## src/rtl/atm_pkg.sv

```systemverilog
// Shared types and constants for the ATM controller: state codes, op codes,
// field widths and the power-on contents of the account database.
package atm_pkg;

    localparam int NUM_ACC = 10;
    localparam int PIN_W   = 14;
    localparam int BAL_W   = 32;
    localparam int AMT_W   = 16;
    localparam int IDX_W   = 4;

    typedef enum logic [2:0] {
        ST_ACC_CHK = 3'd0,
        ST_PIN_CHK = 3'd1,
        ST_ERR     = 3'd2,
        ST_BAL     = 3'd3,
        ST_WDR     = 3'd4,
        ST_DEP     = 3'd5,
        ST_CHG     = 3'd6,
        ST_IDLE    = 3'd7
    } state_t;

    localparam logic [2:0] OP_BAL = 3'd3;
    localparam logic [2:0] OP_WDR = 3'd4;
    localparam logic [2:0] OP_DEP = 3'd5;
    localparam logic [2:0] OP_CHG = 3'd6;

    function automatic logic [PIN_W-1:0] init_pin(input int k);
        case (k)
            0:       return 14'd1234;
            1:       return 14'd2345;
            2:       return 14'd3456;
            3:       return 14'd4567;
            4:       return 14'd5678;
            5:       return 14'd6789;
            6:       return 14'd7890;
            7:       return 14'd8901;
            8:       return 14'd9012;
            default: return 14'd7123;
        endcase
    endfunction

    function automatic logic [BAL_W-1:0] init_bal(input int k);
        return BAL_W'(1000 * (k + 1));
    endfunction

endpackage

```

## src/rtl/atm_account_db.sv

```systemverilog
// Account register file: combinational read and synchronous single-port write
// of PIN and balance per entry; reset restores the power-on contents.
module atm_account_db
    import atm_pkg::*;
(
    input  logic             clk,
    input  logic             rst,
    input  logic [IDX_W-1:0] idx,
    output logic [PIN_W-1:0] rd_pin,
    output logic [BAL_W-1:0] rd_bal,
    input  logic             pin_we,
    input  logic [PIN_W-1:0] pin_wdata,
    input  logic             bal_we,
    input  logic [BAL_W-1:0] bal_wdata
);

    logic [PIN_W-1:0] pin_mem [NUM_ACC];
    logic [BAL_W-1:0] bal_mem [NUM_ACC];

    // Out-of-range indices read as zero and never write.
    always_comb begin
        rd_pin = '0;
        rd_bal = '0;
        for (int k = 0; k < NUM_ACC; k++) begin
            if (idx == IDX_W'(k)) begin
                rd_pin = pin_mem[k];
                rd_bal = bal_mem[k];
            end
        end
    end

    always_ff @(posedge clk or negedge rst) begin
        if (!rst) begin
            for (int k = 0; k < NUM_ACC; k++) begin
                pin_mem[k] <= init_pin(k);
                bal_mem[k] <= init_bal(k);
            end
        end else begin
            for (int k = 0; k < NUM_ACC; k++) begin
                if (pin_we && idx == IDX_W'(k)) pin_mem[k] <= pin_wdata;
                if (bal_we && idx == IDX_W'(k)) bal_mem[k] <= bal_wdata;
            end
        end
    end

endmodule

```

## src/rtl/atm_controller.sv

```systemverilog
// ATM transaction controller: latches a request in IDLE, checks account and
// PIN, performs one operation against the account database, returns to IDLE.
//
// state       | meaning
// IDLE    (7) | latch request inputs
// ACC_CHK (0) | account number range check
// PIN_CHK (1) | PIN compare, dispatch on operation
// ERR     (2) | invalid operation, one-cycle pause
// BAL     (3) | balance inquiry
// WDR     (4) | withdraw
// DEP     (5) | deposit
// CHG     (6) | change PIN
module atm_controller
    import atm_pkg::*;
(
    input  logic             clk,
    input  logic             rst,
    input  logic [2:0]       operation,
    input  logic [3:0]       acc_num,
    input  logic [PIN_W-1:0] pin,
    input  logic [PIN_W-1:0] newPin,
    input  logic [AMT_W-1:0] amount,
    input  logic             language,
    output logic [BAL_W-1:0] balance,
    output logic             success,
    output logic [2:0]       state
);

    state_t           state_q, state_d;
    logic [2:0]       op_q;
    logic [3:0]       acc_q;
    logic [PIN_W-1:0] pin_q, new_pin_q;
    logic [AMT_W-1:0] amt_q;
    logic             lang_q;
    logic             unused_lang;

    logic [BAL_W-1:0] balance_d;
    logic             success_d;
    logic [IDX_W-1:0] idx;
    logic [PIN_W-1:0] rd_pin;
    logic [BAL_W-1:0] rd_bal;
    logic             pin_we, bal_we;
    logic [BAL_W-1:0] bal_wdata;

    logic             acc_ok, pin_ok, wdr_ok, dep_ok, chg_ok;
    logic [BAL_W:0]   dep_sum;
    logic [BAL_W-1:0] wdr_res;

    assign unused_lang = lang_q;
    assign state       = state_q;
    assign idx         = acc_q - 4'd1;

    atm_account_db u_db (
        .clk       (clk),
        .rst       (rst),
        .idx       (idx),
        .rd_pin    (rd_pin),
        .rd_bal    (rd_bal),
        .pin_we    (pin_we),
        .pin_wdata (new_pin_q),
        .bal_we    (bal_we),
        .bal_wdata (bal_wdata)
    );

    assign acc_ok  = (acc_q >= 4'd1) && (acc_q <= 4'(NUM_ACC));
    assign pin_ok  = (pin_q == rd_pin);
    assign wdr_ok  = (BAL_W'(amt_q) <= rd_bal);
    assign wdr_res = rd_bal - BAL_W'(amt_q);
    assign dep_sum = {1'b0, rd_bal} + (BAL_W+1)'(amt_q);
    assign dep_ok  = !dep_sum[BAL_W];
    assign chg_ok  = (new_pin_q != rd_pin) && (new_pin_q >= 14'd1000) && (new_pin_q <= 14'd9999);

    always_ff @(posedge clk or negedge rst) begin
        if (!rst) begin
            state_q   <= ST_IDLE;
            balance   <= '0;
            success   <= 1'b0;
            op_q      <= '0;
            acc_q     <= '0;
            pin_q     <= '0;
            new_pin_q <= '0;
            amt_q     <= '0;
            lang_q    <= 1'b0;
        end else begin
            state_q <= state_d;
            balance <= balance_d;
            success <= success_d;
            if (state_q == ST_IDLE) begin
                op_q      <= operation;
                acc_q     <= acc_num;
                pin_q     <= pin;
                new_pin_q <= newPin;
                amt_q     <= amount;
                lang_q    <= language;
            end
        end
    end

    always_comb begin
        state_d   = state_q;
        balance_d = balance;
        success_d = success;
        pin_we    = 1'b0;
        bal_we    = 1'b0;
        bal_wdata = wdr_res;
        case (state_q)
            ST_IDLE: state_d = ST_ACC_CHK;
            ST_ACC_CHK: begin
                if (acc_ok) begin
                    state_d = ST_PIN_CHK;
                end else begin
                    success_d = 1'b0;
                    state_d   = ST_IDLE;
                end
            end
            ST_PIN_CHK: begin
                if (!pin_ok) begin
                    success_d = 1'b0;
                    state_d   = ST_IDLE;
                end else begin
                    case (op_q)
                        OP_BAL, OP_WDR, OP_DEP, OP_CHG: state_d = state_t'(op_q);
                        default: begin
                            success_d = 1'b0;
                            state_d   = ST_ERR;
                        end
                    endcase
                end
            end
            ST_BAL: begin
                balance_d = rd_bal;
                success_d = 1'b1;
                state_d   = ST_IDLE;
            end
            ST_WDR: begin
                success_d = wdr_ok;
                if (wdr_ok) begin
                    bal_we    = 1'b1;
                    balance_d = wdr_res;
                end
                state_d = ST_IDLE;
            end
            ST_DEP: begin
                bal_wdata = dep_sum[BAL_W-1:0];
                success_d = dep_ok;
                if (dep_ok) begin
                    bal_we    = 1'b1;
                    balance_d = dep_sum[BAL_W-1:0];
                end
                state_d = ST_IDLE;
            end
            ST_CHG: begin
                pin_we    = chg_ok;
                success_d = chg_ok;
                state_d   = ST_IDLE;
            end
            default: state_d = ST_IDLE;
        endcase
    end

endmodule

```

## config.mk

```make
export PLATFORM = sky130hd
export DESIGN_NAME = atm_controller
export DESIGN_NICKNAME = d
export VERILOG_FILES = /design/src/rtl/atm_pkg.sv /design/src/rtl/atm_account_db.sv /design/src/rtl/atm_controller.sv
export SDC_FILE = /design/constraint.sdc
export NUM_CORES = 1
export LEC_CHECK = 0
export BUFFER_PORTS_ARGS = -buffer_cell sky130_fd_sc_hd__buf_2
export CORE_MARGIN = 4
export CORE_UTILIZATION = 40
export CTS_BUF_LIST = sky130_fd_sc_hd__clkbuf_8
export DETAILED_ROUTE_END_ITERATION = 8
export PLACE_DENSITY = 0.56
export SLEW_MARGIN = 20
export SYNTH_ARGS = -nofsm -noshare
export SYNTH_HDL_FRONTEND = slang
export SYNTH_SLANG_ARGS = --single-unit
```

## constraint.sdc

```tcl
create_clock -name clk -period 15.74 [get_ports clk]
set_clock_uncertainty 0.1 [all_clocks]
set_input_delay 3.148 -clock clk [delete_from_list [all_inputs] [get_ports clk]]
set_output_delay 3.148 -clock clk [all_outputs]
set_load 0.01 [all_outputs]
```

==> results of run 1 <==
final timing paths:
kind | startpoint | endpoint | slack, ns | depth (start not counted)
min | u_db.pin_mem[119]$_DFFE_PN0P_ | u_db.pin_mem[119]$_DFFE_PN0P_ | 0.39 | 1
max | acc_q[1]$_DFFE_PN0P_ | u_db.bal_mem[298]$_DFFE_PN0P_ | 7.80 | 21
max in group asynchronous | rst | amt_q[13]$_DFFE_PN0P_ | 10.21 | 4
min reg2reg | u_db.pin_mem[119]$_DFFE_PN0P_ | u_db.pin_mem[119]$_DFFE_PN0P_ | 0.39 | 1
min in group asynchronous | rst | new_pin_q[11]$_DFFE_PN0P_ | 2.36 | 1
max reg2reg | acc_q[1]$_DFFE_PN0P_ | u_db.bal_mem[298]$_DFFE_PN0P_ | 7.80 | 21
Yosys cell counts (7+ instances only):
| library cell | n |
|---|---|
| a211oi_1 | 9 |
| a21o_1 | 9 |
| a21oi_1 | 84 |
| a221o_1 | 10 |
| a221oi_1 | 14 |
| a22o_1 | 10 |
| a22oi_1 | 49 |
| a2bb2oi_1 | 8 |
| a31oi_1 | 8 |
| a32oi_1 | 7 |
| and2_1 | 7 |
| buf_1 | 11 |
| buf_2 | 39 |
| buf_4 | 28 |
| buf_6 | 22 |
| clkbuf_1 | 69 |
| dfrtp_1 | 420 |
| dfstp_2 | 127 |
| ha_1 | 32 |
| inv_1 | 49 |
| mux2_1 | 220 |
| mux2_2 | 354 |
| mux2i_1 | 53 |
| nand2_1 | 98 |
| nand2_4 | 9 |
| nand2b_1 | 28 |
| nand3_1 | 22 |
| nand3b_1 | 11 |
| nand4_1 | 15 |
| nor2_1 | 91 |
| nor2b_1 | 19 |
| nor3_1 | 27 |
| nor4_1 | 7 |
| o211ai_1 | 10 |
| o21ai_0 | 97 |
| o21bai_1 | 8 |
| o22ai_1 | 40 |
| o31ai_1 | 7 |
| or2_2 | 7 |
| or3_1 | 8 |
| xnor2_1 | 70 |
| xor2_1 | 17 |
kinds of logic (layout without fill, tap and decap cells):
| group | count (synthesis) | in the layout | share of synthesized area |
|---|---|---|---|
| multiplexers | 629 | 629 | 0.246 |
| flip-flops | 547 | 547 | 0.485 |
| AO/OA/AOI/OAI | 442 | 442 | 0.106 |
| AND/OR/NAND/NOR | 407 | 407 | 0.0795 |
| buffers and inverters | 219 | 369 | 0.0404 |
| XOR/XNOR | 87 | 87 | 0.0267 |
| adder cells (fa/ha/maj) | 34 | 34 | 0.0154 |
| other | 0 | 2 | 0 |
layout make-up:
type                       instances  share of cell area
multi-input combinational       1599               0.430
clock inverter                    60              0.0105
tap                              940              0.0371
inverter                          49             0.00580
clock buffer                     121              0.0525
antenna                            2            0.000158
sequential                       547               0.437
timing repair buffer             139              0.0269
flip-flops by register name, summed over array words and instances, names as in the netlist:
signal and count:
acc_q 4, pin_q 14, new_pin_q 14, u_db.bal_mem 320
state 3, u_db.pin_mem 140, balance 32, op_q 3
success 1, amt_q 16
per-layer routing:
layer | share of wire | GRT usage | wire length (µm) | up-vias
met5 | 0 | 0 | 0 | -
met1 | 0.45 | 0.316 | 38500 | 10437
li1 | - | - | - | 8785
met4 | 0.027 | 0.0738 | 2260 | 0
met3 | 0.057 | 0.0338 | 4840 | 145
met2 | 0.47 | 0.357 | 39700 | 627
metrics by stage:
| stage | hold WS, ns | cells |
|---|---|---|
| after floorplan | 0.355 | 2365 |
| after global placement | 0.367 | 3273 |
| after detailed placement | 0.376 | 3274 |
| after CTS | 0.390 | 3455 |
| after global routing | 0.394 | 3456 |
| final | 0.386 | 3457 |
critical path, cell delays in order, from the launching register on:
cell      delay [ns]
dfrtp_4         0.71
buf_4           0.61
buf_4           0.62
and4b_1         0.48
buf_4           0.45
a22oi_1         0.13
nand4_1         0.12
o21ai_0         0.10
a21oi_1         0.25
inv_1           0.09
ha_1            0.22
fa_1            0.43
nor2b_1         0.17
nor3_1          0.09
o211ai_1        0.29
a221o_1         0.34
o21ai_0         0.20
nand4_1         0.15
or4_1           0.13
o211a_2         0.64
nand3_4         0.73
mux2_1          0.59
==> impl_metrics.ini, run 1 <==
[run_status]
status = complete, no violations

[global_routing]
antenna_found_initial = 2
grt_start_max_net_pins = 156
grt-ovfl-total = 0
grt_first_pass_wirelength_um = 130000
first_global_vias = 20855
grtUsageTotal = 0.224

[route]
vias = 19994
ant_nets = 0
drc = 0
wl_per_cell_um = 24.7
avgViaCountPerCell = 5.78
drt_first_pass_iters = 7
drt_wl_total_um = 85300
first_iter_violations = 1546

[die]
die_y_um = 275
initial_core_util = 0.405
dieArea_um2 = 75700
rows = 97
pin_count = 90
die_w_um = 275
core_area_um2 = 70400

[sta]
drv_slew = 0
rsz0062_at_grt = false
fin_ws_ns = 7.80
max_slew_margin = 0.245
max_slew.worst_pin.slew_ns = 1.13
max_freq_mhz = 126
hold_viol = 0
min_period_ns = 7.94
final.setup.tns_ns = 0
period_share = 0.504
final-setup-viol-count = 0

[yosys]
synthTopCellsByArea = dfrtp_1 37%, mux2_2 14%, dfstp_2 12%, mux2_1 8.7%, xnor2_1 2.1%
synth_edf_count = 0
syn_inst = 2365
synth_area_um2 = 28500
avgSynthCellArea_um2 = 12.1
synthDistinctLibCells = 100
yosys_most_used_dff = dfrtp_1
synthArstFlopShare = 1.00
syn_nets = 2453
netlist.area_leader.share = 0.368
yosys.area.top_type = dfrtp_1
yosys_warnings = 0
seq_area_frac_synth = 0.485
ys_seq_elements = 547

[critical_path]
worstSetupPathType = register to register
setup.worst_path.end_class = register
crit_required_ns = 16.20
path_max_fanout = 45
crit_arrival_ns = 8.39
startpoint_type = register

[layout]
mostFrequentLayoutCells = 416 x dfrtp_1, 354 x mux2_2, 220 x mux2_1
areaGrowthSynthToFinish_pct = 11.1
layout_commonest_cell = dfrtp_1
multi_input_area_um2 = 13600
regArea_um2 = 13900
nets = 2520
nFillCells = 6538
final_area_um2 = 31700
fin_util = 0.450
layout-drive-gt1-share = 0.328

[clock_tree]
cts_resized = 0
htree_levels = 3
postCtsSetupBuffers = 0
holdBufCountCts = 0
cts_tree = built
clk_latency_ns = 0.73
cts_buffers = 96
cts_buffer_depth = 3
cts_sinks = 547
clkSlewWorstSetupHoldPaths_ns = 0.06
cts-root-buf = clkbuf_8

[run]
cap_violations = 0

[placement]
gp_congestion = 0.859
dp_hpwl_um = 52300
placedInstanceArea_um2 = 29700
portBuffers = 88
dp_worst_setup_slack_ns = 7.84

[worst_hold_path]
hp-class = register to register
Power of run 1 is left out: the tool's default activity adds up to more than one toggle a clock period on the data nets, which glitch-free logic cannot reach.
==> run 2, diff against run 1 <==
Clock period 15.74 ns to 7.5 ns, I/O delays scaled along.
==> impl_metrics.ini, run 2 (synthesis gave the netlist of run 1 again) <==
[run_status]
status = complete, no violations

[global_routing]
grt-ovfl-total = 0
antenna_found_initial = 1
first_global_vias = 21073
grt_start_max_net_pins = 160
grt_first_pass_wirelength_um = 129000
grtUsageTotal = 0.222

[critical_path]
setup.worst_path.end_class = register
startpoint_type = register
path_max_fanout = 32
worstSetupPathType = register to register
startpoint = acc_q[0]$_DFFE_PN0P_
regToRegSetupSlack_ns = 0.66
crit_slowest_cell = nand3_4
path_buf_inv = 1
crit_required_ns = 7.94
reg2reg_from = acc_q[0]$_DFFE_PN0P_
critPathMaxStageDelay_ns = 0.72
cp_cell_sequence = nand2b_1, nor2_2, a22oi_1, nand4_1, o21ai_0, a21oi_1, inv_1, ha_1, fa_1, nor2b_1, nor3_1, o211ai_1, a221o_1, o21ai_0, nand4_1, or4_1, o211a_2, nand3_4, mux2_1
crit_arrival_ns = 7.28
cpLargestDelayFamily = simple AND/OR/NAND/NOR gates

[layout]
largest_reg_flops = 320
mostFrequentLayoutCells = 416 x dfrtp_1, 354 x mux2_2, 220 x mux2_1
nFillCells = 6586
fin_util = 0.451
top_register = u_db.bal_mem
layout_commonest_cell = dfrtp_1
nets = 2527
reg.largest.list = u_db.bal_mem: 320 flops, u_db.pin_mem: 140 flops, balance: 32 flops
areaGrowthSynthToFinish_pct = 11.3
layout-drive-gt1-share = 0.330

[placement]
portBuffers = 88
gp_congestion = 0.856
dp_hpwl_um = 52800

[clock_tree]
cts_buffer_depth = 3
cts_resized = 0
cts_tree = built
clk_latency_ns = 0.72
cts-root-buf = clkbuf_8
cts_buffers = 95
cts_sinks = 547
clkSlewWorstSetupHoldPaths_ns = 0.06
htree_levels = 3
postCtsSetupBuffers = 0
holdBufCountCts = 0

[route]
avgViaCountPerCell = 5.76
drt_first_pass_iters = 5
drt_wl_total_um = 84100
first_iter_violations = 1576
vias = 19944
ant_nets = 0
drc = 0
wl_per_cell_um = 24.3

[die]
rows = 97
initial_core_util = 0.405
core_area_um2 = 70400
pin_count = 90
die_w_um = 275
dieArea_um2 = 75700
die_y_um = 275

[sta]
period_share = 0.912
max_freq_mhz = 146
max_slew_margin = 0.208
min_period_ns = 6.84
rsz0062_at_grt = false
hold_viol = 0
drv_slew = 0
final.setup.tns_ns = 0
final-setup-viol-count = 0
max_slew.worst_pin.slew_ns = 1.18

[worst_hold_path]
min_from = u_db.bal_mem[69]$_DFFE_PN0P_
hp-class = register to register

[run]
cap_violations = 0
run 2: cell count changes in the layout (fill, tap and decap cells not counted), moves of 2 or more:
cell    before  now
buf_4       48   55
buf_12       1    4
inv_1       90   87
inv_12       4    1
buf_6        2    0
inv_8        0    2
run 2: worst paths after layout:
path	endpoint	depth (start not counted)
max in group asynchronous	u_db.bal_mem[128]$_DFFE_PN0P_	2
min reg2reg	u_db.bal_mem[69]$_DFFE_PN0P_	1
max reg2reg	u_db.bal_mem[289]$_DFFE_PN0P_	19
min	u_db.bal_mem[69]$_DFFE_PN0P_	1
min in group asynchronous	new_pin_q[11]$_DFFE_PN0P_	1
max	u_db.bal_mem[289]$_DFFE_PN0P_	19
run 2: area by class of cell:
type | count | area, µm² | share of cell area
antenna | 1 | 2.50 | 0.0000788
clock buffer | 121 | 1670 | 0.0524
clock inverter | 57 | 307 | 0.00965
inverter | 49 | 184 | 0.00579
multi-input combinational | 1599 | 13600 | 0.429
sequential | 547 | 13900 | 0.436
tap | 940 | 1180 | 0.0370
timing repair buffer | 147 | 943 | 0.0297
run 2: per-stage QoR:
stage | cells | instance area (µm²) | worst slack, ns | hold slack (ns)
6_report | 3461 | 31800 | 0.660 | 0.385
5_1_grt | 3461 | 31800 | 0.343 | 0.394
2_1_floorplan | 2365 | 28500 | 1.93 | 0.355
3_3_place_gp | 3282 | 29800 | 0.803 | 0.366
4_1_cts | 3460 | 31700 | 0.668 | 0.388
3_5_place_dp | 3282 | 29800 | 0.742 | 0.375
run 2: worst register-to-register path: stages, from the launching register on:
cell and delay [ns]:
dfrtp_4 0.61, nand2b_1 0.38, nor2_2 0.70, a22oi_1 0.21, nand4_1 0.16, o21ai_0 0.12, a21oi_1 0.24, inv_1 0.09
ha_1 0.22, fa_1 0.44, nor2b_1 0.16, nor3_1 0.08, o211ai_1 0.29, a221o_1 0.36, o21ai_0 0.25, nand4_1 0.15
or4_1 0.12, o211a_2 0.67, nand3_4 0.73, mux2_1 0.61
run 2: metal layers:
metal	vias up	routed length (µm)	global-route usage
li1	8821	-	-
met1	10398	38200	0.306
met2	580	39400	0.360
met3	145	4300	0.0334
met4	0	2260	0.0724
met5	-	0	0
Power of run 2 is left out for the same reason.
